`src/rtl/mem_stage_pkg.sv`:
```
// ============================================================================
// Module      : mem_stage_pkg
// Description : Shared state encoding and constants for the MEM pipeline stage.
// Revision    : 1.0 - initial release
// ============================================================================
`default_nettype none

package mem_stage_pkg;

    typedef enum logic [1:0] {
        IDLE = 2'd0,
        WAIT = 2'd1,
        DONE = 2'd2
    } mem_state_t;

    localparam logic [15:0] TIMEOUT_DATA = 16'hDEAD;

endpackage

`default_nettype wire

```
`src/rtl/mem_access_stage_if.sv`:
```
// ============================================================================
// Module      : mem_access_stage_if
// Description : Data-memory req/ack bus between the MEM stage (master) and memory.
// Revision    : 1.0 - initial release
// ============================================================================
`default_nettype none

interface mem_access_stage_if #(
    parameter int ARQ = 16
);
    logic           dmem_req;
    logic           dmem_we;
    logic [ARQ-1:0] dmem_addr;
    logic [ARQ-1:0] dmem_wdata;
    logic [ARQ-1:0] dmem_rdata;
    logic           dmem_ack;

    modport master (
        output dmem_req, dmem_we, dmem_addr, dmem_wdata,
        input  dmem_rdata, dmem_ack
    );

    modport slave (
        input  dmem_req, dmem_we, dmem_addr, dmem_wdata,
        output dmem_rdata, dmem_ack
    );
endinterface

`default_nettype wire

```
`src/rtl/mem_timeout_ctr.sv`:
```
// ============================================================================
// Module      : mem_timeout_ctr
// Description : Counts WAIT cycles of one access and flags expiry on the
//               TIMEOUT_CYC-th cycle without acknowledge.
// Revision    : 1.0 - initial release
// ============================================================================
`default_nettype none

module mem_timeout_ctr #(
    parameter int TIMEOUT_CYC = 255
) (
    input  wire  clk,
    input  wire  rst,
    input  wire  clear,
    input  wire  count_en,
    output logic expired
);
    localparam int c_cnt_w = ($clog2(TIMEOUT_CYC + 1) > 8) ? $clog2(TIMEOUT_CYC + 1) : 8;

    logic [c_cnt_w-1:0] r_cnt;

    always_ff @(posedge clk) begin
        if (rst || clear) begin
            r_cnt <= '0;
        end else if (count_en) begin
            r_cnt <= r_cnt + 1'b1;
        end
    end

    // r_cnt holds completed WAIT cycles, so the current cycle is number r_cnt+1
    assign expired = count_en && (r_cnt == c_cnt_w'(TIMEOUT_CYC - 1));

endmodule

`default_nettype wire

```
`src/rtl/mem_access_stage.sv`:
```
// ============================================================================
// Module      : mem_access_stage
// Description : MEM pipeline stage; one data-memory load/store per instruction
//               over req/ack, stalling the front end until it completes.
//               Optional abort on missing ack: define MEM_TIMEOUT_EN.
// Revision    : 1.0 - initial release
// ============================================================================
`default_nettype none

module mem_access_stage
    import mem_stage_pkg::*;
#(
    parameter int ARQ         = 16,
    parameter int TIMEOUT_CYC = 255
) (
    input  wire            clk,
    input  wire            rst,
    input  wire            mem_rd_in,
    input  wire            mem_wr_in,
    input  wire  [ARQ-1:0] addr_in,
    input  wire  [ARQ-1:0] wdata_in,
    output logic           stall_out,
    output logic [ARQ-1:0] mem_result_out,
    output logic           err_out,
    mem_access_stage_if.master dmem
);
    mem_state_t     r_state;
    logic           r_req;
    logic           r_we;
    logic [ARQ-1:0] r_addr;
    logic [ARQ-1:0] r_wdata;
    logic [ARQ-1:0] r_result;

    logic w_start;
    logic w_in_wait;
    logic w_expired;

    assign w_start   = (r_state == IDLE) && (mem_rd_in || mem_wr_in);
    assign w_in_wait = (r_state == WAIT);
    assign stall_out = w_start || w_in_wait;

`ifdef MEM_TIMEOUT_EN
    logic r_err;

    mem_timeout_ctr #(
        .TIMEOUT_CYC (TIMEOUT_CYC)
    ) u_timeout_ctr (
        .clk      (clk),
        .rst      (rst),
        .clear    (w_start),
        .count_en (w_in_wait),
        .expired  (w_expired)
    );

    always_ff @(posedge clk) begin
        if (rst) begin
            r_err <= 1'b0;
        end else if (w_expired && !dmem.dmem_ack) begin
            r_err <= 1'b1;
        end
    end

    assign err_out = r_err;
`else
    assign w_expired = 1'b0;
    assign err_out   = 1'b0;
`endif

    always_ff @(posedge clk) begin
        if (rst) begin
            r_state  <= IDLE;
            r_req    <= 1'b0;
            r_we     <= 1'b0;
            r_addr   <= '0;
            r_wdata  <= '0;
            r_result <= '0;
        end else begin
            case (r_state)
                IDLE: begin
                    if (mem_rd_in || mem_wr_in) begin
                        // A simultaneous read is dropped: the write wins
                        r_addr  <= addr_in;
                        r_wdata <= wdata_in;
                        r_we    <= mem_wr_in;
                        r_req   <= 1'b1;
                        r_state <= WAIT;
                    end
                end
                WAIT: begin
                    // An ack arriving on the expiry cycle still completes normally
                    if (dmem.dmem_ack) begin
                        r_req   <= 1'b0;
                        r_state <= DONE;
                        if (!r_we) begin
                            r_result <= dmem.dmem_rdata;
                        end
                    end else if (w_expired) begin
                        r_req    <= 1'b0;
                        r_result <= ARQ'(TIMEOUT_DATA);
                        r_state  <= DONE;
                    end
                end
                DONE: begin
                    r_state <= IDLE;
                end
                default: begin
                    r_req   <= 1'b0;
                    r_state <= IDLE;
                end
            endcase
        end
    end

    assign dmem.dmem_req   = r_req;
    assign dmem.dmem_we    = r_we;
    assign dmem.dmem_addr  = r_addr;
    assign dmem.dmem_wdata = r_wdata;
    assign mem_result_out  = r_result;

endmodule

`default_nettype wire

```
`src/flat_wrapper.sv`:
```
// flat-port wrapper written by rule: the top's interface ports become plain ports
module mem_access_stage_flat import mem_stage_pkg::*;
#(
    parameter int ARQ         = 16,
    parameter int TIMEOUT_CYC = 255
)
  (clk, rst, mem_rd_in, mem_wr_in, addr_in, wdata_in, stall_out, mem_result_out, err_out, dmem_dmem_req, dmem_dmem_we, dmem_dmem_addr, dmem_dmem_wdata, dmem_dmem_rdata, dmem_dmem_ack);
  mem_access_stage_if #(.ARQ(ARQ)) dmem_i ();
  input  wire clk;
  input  wire rst;
  input  wire mem_rd_in;
  input  wire mem_wr_in;
  input  wire  [ARQ-1:0] addr_in;
  input  wire  [ARQ-1:0] wdata_in;
  output logic stall_out;
  output logic [ARQ-1:0] mem_result_out;
  output logic err_out;
  output wire logic [$bits(dmem_i.dmem_req)-1:0] dmem_dmem_req;
  output wire logic [$bits(dmem_i.dmem_we)-1:0] dmem_dmem_we;
  output wire logic [$bits(dmem_i.dmem_addr)-1:0] dmem_dmem_addr;
  output wire logic [$bits(dmem_i.dmem_wdata)-1:0] dmem_dmem_wdata;
  input wire logic [$bits(dmem_i.dmem_rdata)-1:0] dmem_dmem_rdata;
  input wire logic [$bits(dmem_i.dmem_ack)-1:0] dmem_dmem_ack;
  assign dmem_dmem_req = dmem_i.dmem_req;
  assign dmem_dmem_we = dmem_i.dmem_we;
  assign dmem_dmem_addr = dmem_i.dmem_addr;
  assign dmem_dmem_wdata = dmem_i.dmem_wdata;
  assign dmem_i.dmem_rdata = dmem_dmem_rdata;
  assign dmem_i.dmem_ack = dmem_dmem_ack;
  mem_access_stage #(.ARQ(ARQ), .TIMEOUT_CYC(TIMEOUT_CYC)) u_core (.clk(clk), .rst(rst), .mem_rd_in(mem_rd_in), .mem_wr_in(mem_wr_in), .addr_in(addr_in), .wdata_in(wdata_in), .stall_out(stall_out), .mem_result_out(mem_result_out), .err_out(err_out), .dmem(dmem_i));
endmodule
```
`config.mk`:
```
export PLATFORM = sky130hd
export DESIGN_NAME = mem_access_stage_flat
export DESIGN_NICKNAME = d
export VERILOG_FILES = /design/src/rtl/mem_stage_pkg.sv /design/src/rtl/mem_access_stage_if.sv /design/src/rtl/mem_timeout_ctr.sv /design/src/rtl/mem_access_stage.sv /design/src/flat_wrapper.sv
export SDC_FILE = /design/constraint.sdc
export NUM_CORES = 1
export LEC_CHECK = 0
export BUFFER_PORTS_ARGS = -buffer_cell sky130_fd_sc_hd__buf_2
export CORE_ASPECT_RATIO = 2
export CORE_MARGIN = 10
export CORE_UTILIZATION = 25
export DETAILED_ROUTE_END_ITERATION = 12
export PLACE_DENSITY = 0.51
export SLEW_MARGIN = 20
export SYNTH_ARGS = -nofsm -noshare
export SYNTH_HDL_FRONTEND = slang
export SYNTH_SLANG_ARGS = --single-unit
```
`constraint.sdc`:
```
create_clock -name clk -period 2.65 [get_ports clk]
set_input_delay 0.53 -clock clk [delete_from_list [all_inputs] [get_ports clk]]
set_output_delay 0.53 -clock clk [all_outputs]
set_load 0.02 [all_outputs]
```
==> After elaboration in Yosys (flattened, before gate mapping) <==
Cells that the tools add are included.
{ "totals": {"out_inout_bits": 52, "inputBits": 53, "elab_cells": 26, "reg_bits": 52} }
{ "op_classes": {"n_eq_ne": 4, "n_mux": 6, "reduce_logical": 8, "bitwise_logic": 2} }
{ "ops": {"columns": ["cell", "n"], "rows": [
  ["AND reduction 3 bit", 2],
  ["two-way mux 2 bit", 2],
  ["!= test 2 bit, second input constant", 2],
  ["case mux 2 bit (2 select lines)", 1],
  ["AND reduction 2 bit", 2],
  ["case mux 1 bit (3 select lines)", 1],
  ["equality test 2 x 1 -> 1 bit, second input constant", 1],
  ["equality test 2 bit, second input constant", 1],
  ["logical NOT 2 bit", 1],
  ["logical OR 1 bit", 2],
  ["two-way mux 1 bit", 2],
  ["inverter 1 bit", 2],
  ["logical AND 1 bit", 1]
]} }

==> Logic depth before layout (Yosys ltp) <==
Gate-level depths: netlist of the first run.
{ "depth": {"word_depth": 3, "mapped_depth": 6, "ltp_nobuf": 3} }

==> Least setup slack after synthesis of the first run <==
OpenSTA, ideal clock, no wires.
{ "synth_timing": {"path_type": "input-to-output", "from": "in mem_wr_in", "to": "out stall_out", "stages": 2, "n_path_buf": 0, "t_arrival_ps": 959, "required_time_ps": 2120, "slack_ps": 1161, "path_cell_list": "nor2_1 -> a21oi_1"} }
{ "synth_via": {"elab_chain_len": 3} }
{ "synth_rtl": {"columns": ["item", "line_no", "text"], "rows": [
  ["start: declaration", "flat_wrapper.sv:12", "input wire mem_wr_in;"],
  ["logical OR 1 bit", "mem_access_stage.sv:38", "assign w_start = (r_state == IDLE) && (mem_rd_in || mem_wr_in);"],
  ["logical AND 1 bit", "mem_access_stage.sv:38", null],
  ["logical OR 1 bit", "mem_access_stage.sv:40", "assign stall_out = w_start || w_in_wait;"],
  ["end: declaration", "flat_wrapper.sv:15", "output logic stall_out;"]
]} }
Every way passes these cells.

==> Worst setup path after layout of the first run <==
{ "layout_timing": {"from": "reg u_core.r_state[0]", "to": "out stall_out"} }
{ "layout_via": {"elab_chain_len": 3, "elab_cells_between_ends": 4, "cone_classes": "1 x eq/ne; 3 x reduce/logical"} }
{ "layout_rtl": {"columns": ["item", "line_no", "text"], "rows": [
  ["start: declaration", "mem_access_stage.sv:27", "mem_state_t r_state;"],
  ["start signal: assignment", "mem_access_stage.sv:71", "r_state <= IDLE;"],
  ["start signal: assignment", "mem_access_stage.sv:86", "r_state <= WAIT;"],
  ["start signal: assignment", "mem_access_stage.sv:93", "r_state <= DONE;"],
  ["logical NOT 2 bit", "mem_access_stage.sv:38", null],
  ["logical AND 1 bit", "mem_access_stage.sv:38", null],
  ["logical OR 1 bit (*)", "mem_access_stage.sv:40", null]
]} }
Mark *: on every way between the ends. The rest lies on a longest branch, timed or not.

==> impl_metrics.env, run 1 <==
export IMPL_overflow=0
export IMPL_vias_per_cell=4.26
export IMPL_fin_nets=380
export IMPL_drt_pre_antenna_iters=4
export IMPL_cts_resized=0
export IMPL_synth_cell_types=22
export IMPL_setup_viol=0
export IMPL_fp_row_count=48
export IMPL_worst_ep_arrival_time_ps=1180
export IMPL_area_growth_pct=33.0
export IMPL_end_kind="output port"
export IMPL_cp_required_ps=2120
export IMPL_synth_top_cells_by_area="dfxtp_1 (47%), nand2b_1 (18%), mux2i_1 (14%), nand2_1 (5.2%), a21oi_2 (3.9%)"
export IMPL_detail_route_iter0_violations=56
export IMPL_root_buffer="clkbuf_16"
export IMPL_die_width_um=86.9
export IMPL_cp_start_kind="flip-flop"
export IMPL_ys_seq_elements=52
export IMPL_synth_top_cell_by_area="dfxtp_1"
export IMPL_drive_gt1_share_pct=39.0
export IMPL_postCtsSetupBuffers=0
export IMPL_vias=1825
export IMPL_hold_class="flip-flop to flip-flop"
export IMPL_ant_nets=0
export IMPL_power_per_cell_area_nw_per_um2=635
export IMPL_drt_wl_total_um=5910
export IMPL_coreArea_um2=8710
export IMPL_rsz0062_at_grt="no"
export IMPL_clock_path_buffers=2
export IMPL_insertion_delay_ps=280
export IMPL_syn_cell_area_um2=2230
export IMPL_grt_pass1_vias=1899
export IMPL_initial_utilization_pct=25.7
export IMPL_totalPowerFinal_mw=1.89
export IMPL_syn_nets=285
export IMPL_wl_per_cell_um=13.8
export IMPL_port_buffers=103
export IMPL_path_clk_slew_ps=60
export IMPL_grt_max_degree=53
export IMPL_holdBufCountCts=0
export IMPL_synth_ff_type="dfxtp_1"
export IMPL_grt_total_usage_pct=8.87
export IMPL_synth_edf_count=0
export IMPL_final_hold_viol_count=0
export IMPL_max_stage_delay_ps=470
export IMPL_htreeDepth=2
export IMPL_route_detailed_drc=0
export IMPL_yosysSeqAreaShare_pct=46.6
export IMPL_cts_sinks=52
export IMPL_relSlewSlack_pct=52.4
export IMPL_grt_pass1_wl_um=9690
export IMPL_timing_final_crit_share_pct=64.5
export IMPL_async_flop_share_pct=0
export IMPL_diodes=0
export IMPL_period_needed_ps=1710
export IMPL_cts_buffers=5
export IMPL_yosys_warnings=0
export IMPL_maxCapViolations=0
export IMPL_grt_antenna_before_repair=0
export IMPL_cts_tree="done"
export IMPL_synth_avg_cell_area_um2=9.63
export IMPL_gp_congestion=0.683
export IMPL_die_area_um2=13300
export IMPL_ios=105
export IMPL_die_h_um=154
export IMPL_status="finished clean"
export IMPL_clock_skew_ps=1.61
export IMPL_worst_path_max_delay_cell="dfxtp_1"
export IMPL_max_freq_ghz=0.585
export IMPL_crit_type="flip-flop to output port"
export IMPL_tns_ps=0
export IMPL_p_leak_nw=1.39
export IMPL_cp_cell_sequence="inv_1 -> a21oi_1 -> buf_2"
export IMPL_hpwlAfterDp_um=4630
export IMPL_vdd_drop_max_mv=0.341
export IMPL_worstMarginPinSlew_ps=710
export IMPL_synth_top_area_share_pct=46.6
export IMPL_drv_slew=0
export IMPL_worstPathMaxFanout=6
export IMPL_synthCells=232
## report_power, final
part / internal (mW) / switching (mW) / total (mW) / leakage, nW
sequential: 0.842 / 0.0342 / 0.876 / 0.427
combinational: 0.158 / 0.206 / 0.365 / 0.887
clock: 0.377 / 0.269 / 0.647 / 0.0712
## final cells by class
class	count	area [um2]
Sequential cell	52	1040
Timing Repair Buffer	106	563
Inverter	1	3.75
Fill cell	910	5740
Tap cell	100	125
Clock buffer	8	146
Multi-Input combinational cell	161	1090
## through the flow
step | worst slack [ps] | hold WS [ps] | std cells | area [um2] | utilization [%]
2_1_floorplan | 1160 | 519 | 232 | 2230 | -
3_3_place_gp | 936 | 439 | 420 | 2830 | 32.4
3_5_place_dp | 902 | 448 | 420 | 2830 | 32.4
4_1_cts | 925 | 458 | 428 | 2970 | 34.1
5_1_grt | 862 | 469 | 428 | 2970 | 34.1
6_report | 942 | 455 | 428 | 2970 | 34.1
## cells in the final DEF, fill, tap and decap left out, drive strengths merged
| cell | n |
|---|---|
| dfxtp | 52 |
| conb | 1 |
| mux2i | 32 |
| nor4bb | 1 |
| nand2b | 64 |
| o21ai | 2 |
| nand4bb | 1 |
| nor2 | 2 |
| buf | 106 |
| inv | 1 |
| nor3 | 1 |
| or3 | 1 |
| a21bo | 1 |
| a21oi | 20 |
| nand2 | 34 |
| nor4b | 1 |
| clkbuf | 8 |
## cell families after synthesis
kind of cell | count (synthesis) | share of synthesized area [%]
AO/OA/AOI/OAI | 23 | 7.05
multiplexers | 32 | 14.3
flip-flops | 52 | 46.6
buffers and inverters | 19 | 5.21
other | 1 | 0.168
AND/OR/NAND/NOR | 105 | 26.7
## routing by layer
metal  part of all wire, %  GRT usage, %  wire length, um
met1                    35          9.06             2100
met2                    54          15.3             3190
met3                   8.9          3.60              524
met4                   1.7          3.49               99
met5                     0             0                0
## worst max-delay path, delay by kind of cell, from the launching register on
family	cells	cell delay, ps
buffers and inverters	2	290
DFF	1	470
AOI/OAI and AO/OA	1	130
## flip-flops by register name (all words and copies together), names as in the netlist
| signal | count |
|---|---|
| u_core.dmem.dmem_req | 1 |
| u_core.dmem.dmem_we | 1 |
| u_core.r_state | 2 |
| u_core.mem_result_out | 16 |
| u_core.dmem.dmem_wdata | 16 |
| u_core.dmem.dmem_addr | 16 |
## worst paths after layout
check / slack [ps] / cells after the start / end / start
worst max-delay path: 940 / 3 / stall_out / u_core.r_state[0]$_SDFFE_PP0P_
worst max register to register: 1070 / 3 / u_core.mem_result_out[7]$_SDFFE_PP0P_ / u_core.r_state[1]$_SDFFE_PP0P_
worst min register to register: 450 / 2 / u_core.mem_result_out[3]$_SDFFE_PP0P_ / u_core.mem_result_out[3]$_SDFFE_PP0P_
worst min-delay path: 450 / 2 / u_core.mem_result_out[3]$_SDFFE_PP0P_ / u_core.mem_result_out[3]$_SDFFE_PP0P_
## cell usage after synthesis (2+ instances only)
| master | n |
|---|---|
| dfxtp_1 | 52 |
| a21oi_1 | 10 |
| buf_2 | 2 |
| o21ai_0 | 2 |
| nand2b_1 | 64 |
| mux2i_1 | 32 |
| nor2_1 | 2 |
| clkbuf_1 | 9 |
| nand2_1 | 31 |
| nand2_2 | 3 |
| buf_4 | 5 |
| a21oi_2 | 10 |
Power figures use the tool's default switching activity.
==> run 2, diff against run 1 <==
Clock period 2.65 ns to 1.7 ns, I/O delays scaled along.
==> impl_metrics.env, run 2 (synthesis results as in run 1) <==
export IMPL_critPathBufInv=2
export IMPL_overflow=0
export IMPL_layout_cells_most_common="buf_2"
export IMPL_root_buffer="clkbuf_16"
export IMPL_route_detailed_drc=0
export IMPL_dp_cells=423
export IMPL_drv_slew=0
export IMPL_drive_gt1_share_pct=40.2
export IMPL_crit_type="flip-flop to output port"
export IMPL_grt_pass1_vias=1950
export IMPL_cp_start_kind="flip-flop"
export IMPL_diodes=0
export IMPL_hold_depth=3
export IMPL_drt_pre_antenna_iters=4
export IMPL_cts_buffers=5
export IMPL_setup_viol=0
export IMPL_mostFrequentLayoutCells="buf_2 (103), nand2b_1 (64), dfxtp_1 (52)"
export IMPL_power_per_cell_area_nw_per_um2=989
export IMPL_vdd_drop_max_mv=0.454
export IMPL_timing_final_crit_share_pct=89.6
export IMPL_ios=105
export IMPL_drt_wl_total_um=6170
export IMPL_max_stage_delay_ps=470
export IMPL_wl_per_cell_um=14.3
export IMPL_clock_skew_ps=3.51
export IMPL_worst_ep_arrival_time_ps=1180
export IMPL_port_buffers=103
export IMPL_die_area_um2=13300
export IMPL_cts_sinks=52
export IMPL_hold_class="primary input to flip-flop"
export IMPL_cp_cell_sequence="inv_1 -> a21oi_1 -> buf_2"
export IMPL_rrSetupSlack_ps=460
export IMPL_grt_pass1_wl_um=9990
export IMPL_fin_nets=383
export IMPL_worstPathMaxFanout=6
export IMPL_ant_nets=0
export IMPL_max_freq_ghz=0.656
export IMPL_worst_path_max_delay_cell="dfxtp_1"
export IMPL_dpl_cell_area_um2=2860
export IMPL_cts_resized=0
export IMPL_insertion_delay_ps=290
export IMPL_cts_tree="done"
export IMPL_hold_end="u_core.mem_result_out[14]$_SDFFE_PP0P_"
export IMPL_cp_required_ps=1360
export IMPL_coreArea_um2=8710
export IMPL_rsz0062_at_grt="no"
export IMPL_die_h_um=154
export IMPL_r2r_start="u_core.r_state[1]$_SDFFE_PP0P_"
export IMPL_clock_path_buffers=2
export IMPL_period_needed_ps=1520
export IMPL_totalPowerFinal_mw=2.97
export IMPL_tns_ps=0
export IMPL_holdBufCountCts=0
export IMPL_critPathTopFamily="flip-flops"
export IMPL_initial_utilization_pct=25.7
export IMPL_area_growth_pct=34.7
export IMPL_reg2reg_to="u_core.mem_result_out[9]$_SDFFE_PP0P_"
export IMPL_vias_per_cell=4.31
export IMPL_grt_antenna_before_repair=0
export IMPL_htreeDepth=2
export IMPL_end_kind="output port"
export IMPL_die_width_um=86.9
export IMPL_vias=1859
export IMPL_postCtsSetupBuffers=0
export IMPL_final_hold_viol_count=0
export IMPL_min_from="dmem_dmem_rdata[14]"
export IMPL_finalNonFillerCells=431
export IMPL_gp_congestion=0.710
export IMPL_path_clk_slew_ps=70
export IMPL_status="finished clean"
export IMPL_detail_route_iter0_violations=21
export IMPL_fin_area_um2=3010
export IMPL_p_leak_nw=1.41
export IMPL_grt_total_usage_pct=9.33
export IMPL_hpwlAfterDp_um=4830
export IMPL_grt_max_degree=33
export IMPL_fp_row_count=48
export IMPL_r2r_cells=4
export IMPL_maxCapViolations=0
run 2: cell types whose count changed in the layout (fill, tap and decap cells not counted):
cell      change
buf_12        +1
buf_4         +2
clkbuf_1      -2
clkinv_2      +2
run 2: worst reg2reg max path, delay by kind of cell (launching register included):
family | cells | cell delay (ps)
AND/OR/NAND/NOR | 2 | 410
buffers and inverters | 1 | 260
AO/OA/AOI/OAI | 1 | 110
flip-flops | 1 | 410
run 2: how the worst max path moves through the flow:
stage / from / end / slack (ps) / depth (start not counted)
floorplan: u_core.dmem.dmem_we$_SDFFE_PP0P_ / u_core.mem_result_out[10]$_SDFFE_PP0P_ / 510 / 5
global placement: mem_wr_in / stall_out / 420 / 4
detailed placement: mem_wr_in / u_core.dmem.dmem_addr[12]$_SDFFE_PP0P_ / 400 / 5
CTS: u_core.r_state[0]$_SDFFE_PP0P_ / stall_out / 150 / 3
global route: u_core.r_state[0]$_SDFFE_PP0P_ / stall_out / 100 / 3
finish: u_core.r_state[0]$_SDFFE_PP0P_ / stall_out / 180 / 3
run 2: area by class of cell:
cell class / instances / area (um2)
Tap cell: 100 / 125
Multi-Input combinational cell: 161 / 1090
Clock buffer: 6 / 139
Sequential cell: 52 / 1040
Inverter: 1 / 3.75
Clock inverter: 2 / 10.0
Fill cell: 917 / 5700
Timing Repair Buffer: 109 / 598
run 2: where the power goes:
group / total (mW) / switching [mW] / internal [mW]
sequential: 1.36 / 0.0524 / 1.31
combinational: 0.581 / 0.326 / 0.255
clock: 1.03 / 0.448 / 0.582
total: 2.97 / 0.826 / 2.15
run 2: layer usage:
layer  GRT usage [%]  part of all wire [%]  vias to the layer above
met5               0                     0                        -
met4            3.72                   1.7                        0
met3            3.39                   7.5                        7
met2            16.9                    55                       63
met1            9.01                    36                      850
li1                -                     -                      939
run 2: metrics by stage:
| stage | util, % | hold WS [ps] | worst slack (ps) |
|---|---|---|---|
| 2_1_floorplan | - | 467 | 509 |
| 3_3_place_gp | 32.8 | 440 | 423 |
| 3_5_place_dp | 32.8 | 447 | 399 |
| 4_1_cts | 34.6 | 269 | 149 |
| 5_1_grt | 34.6 | 276 | 105 |
| 6_report | 34.6 | 280 | 177 |
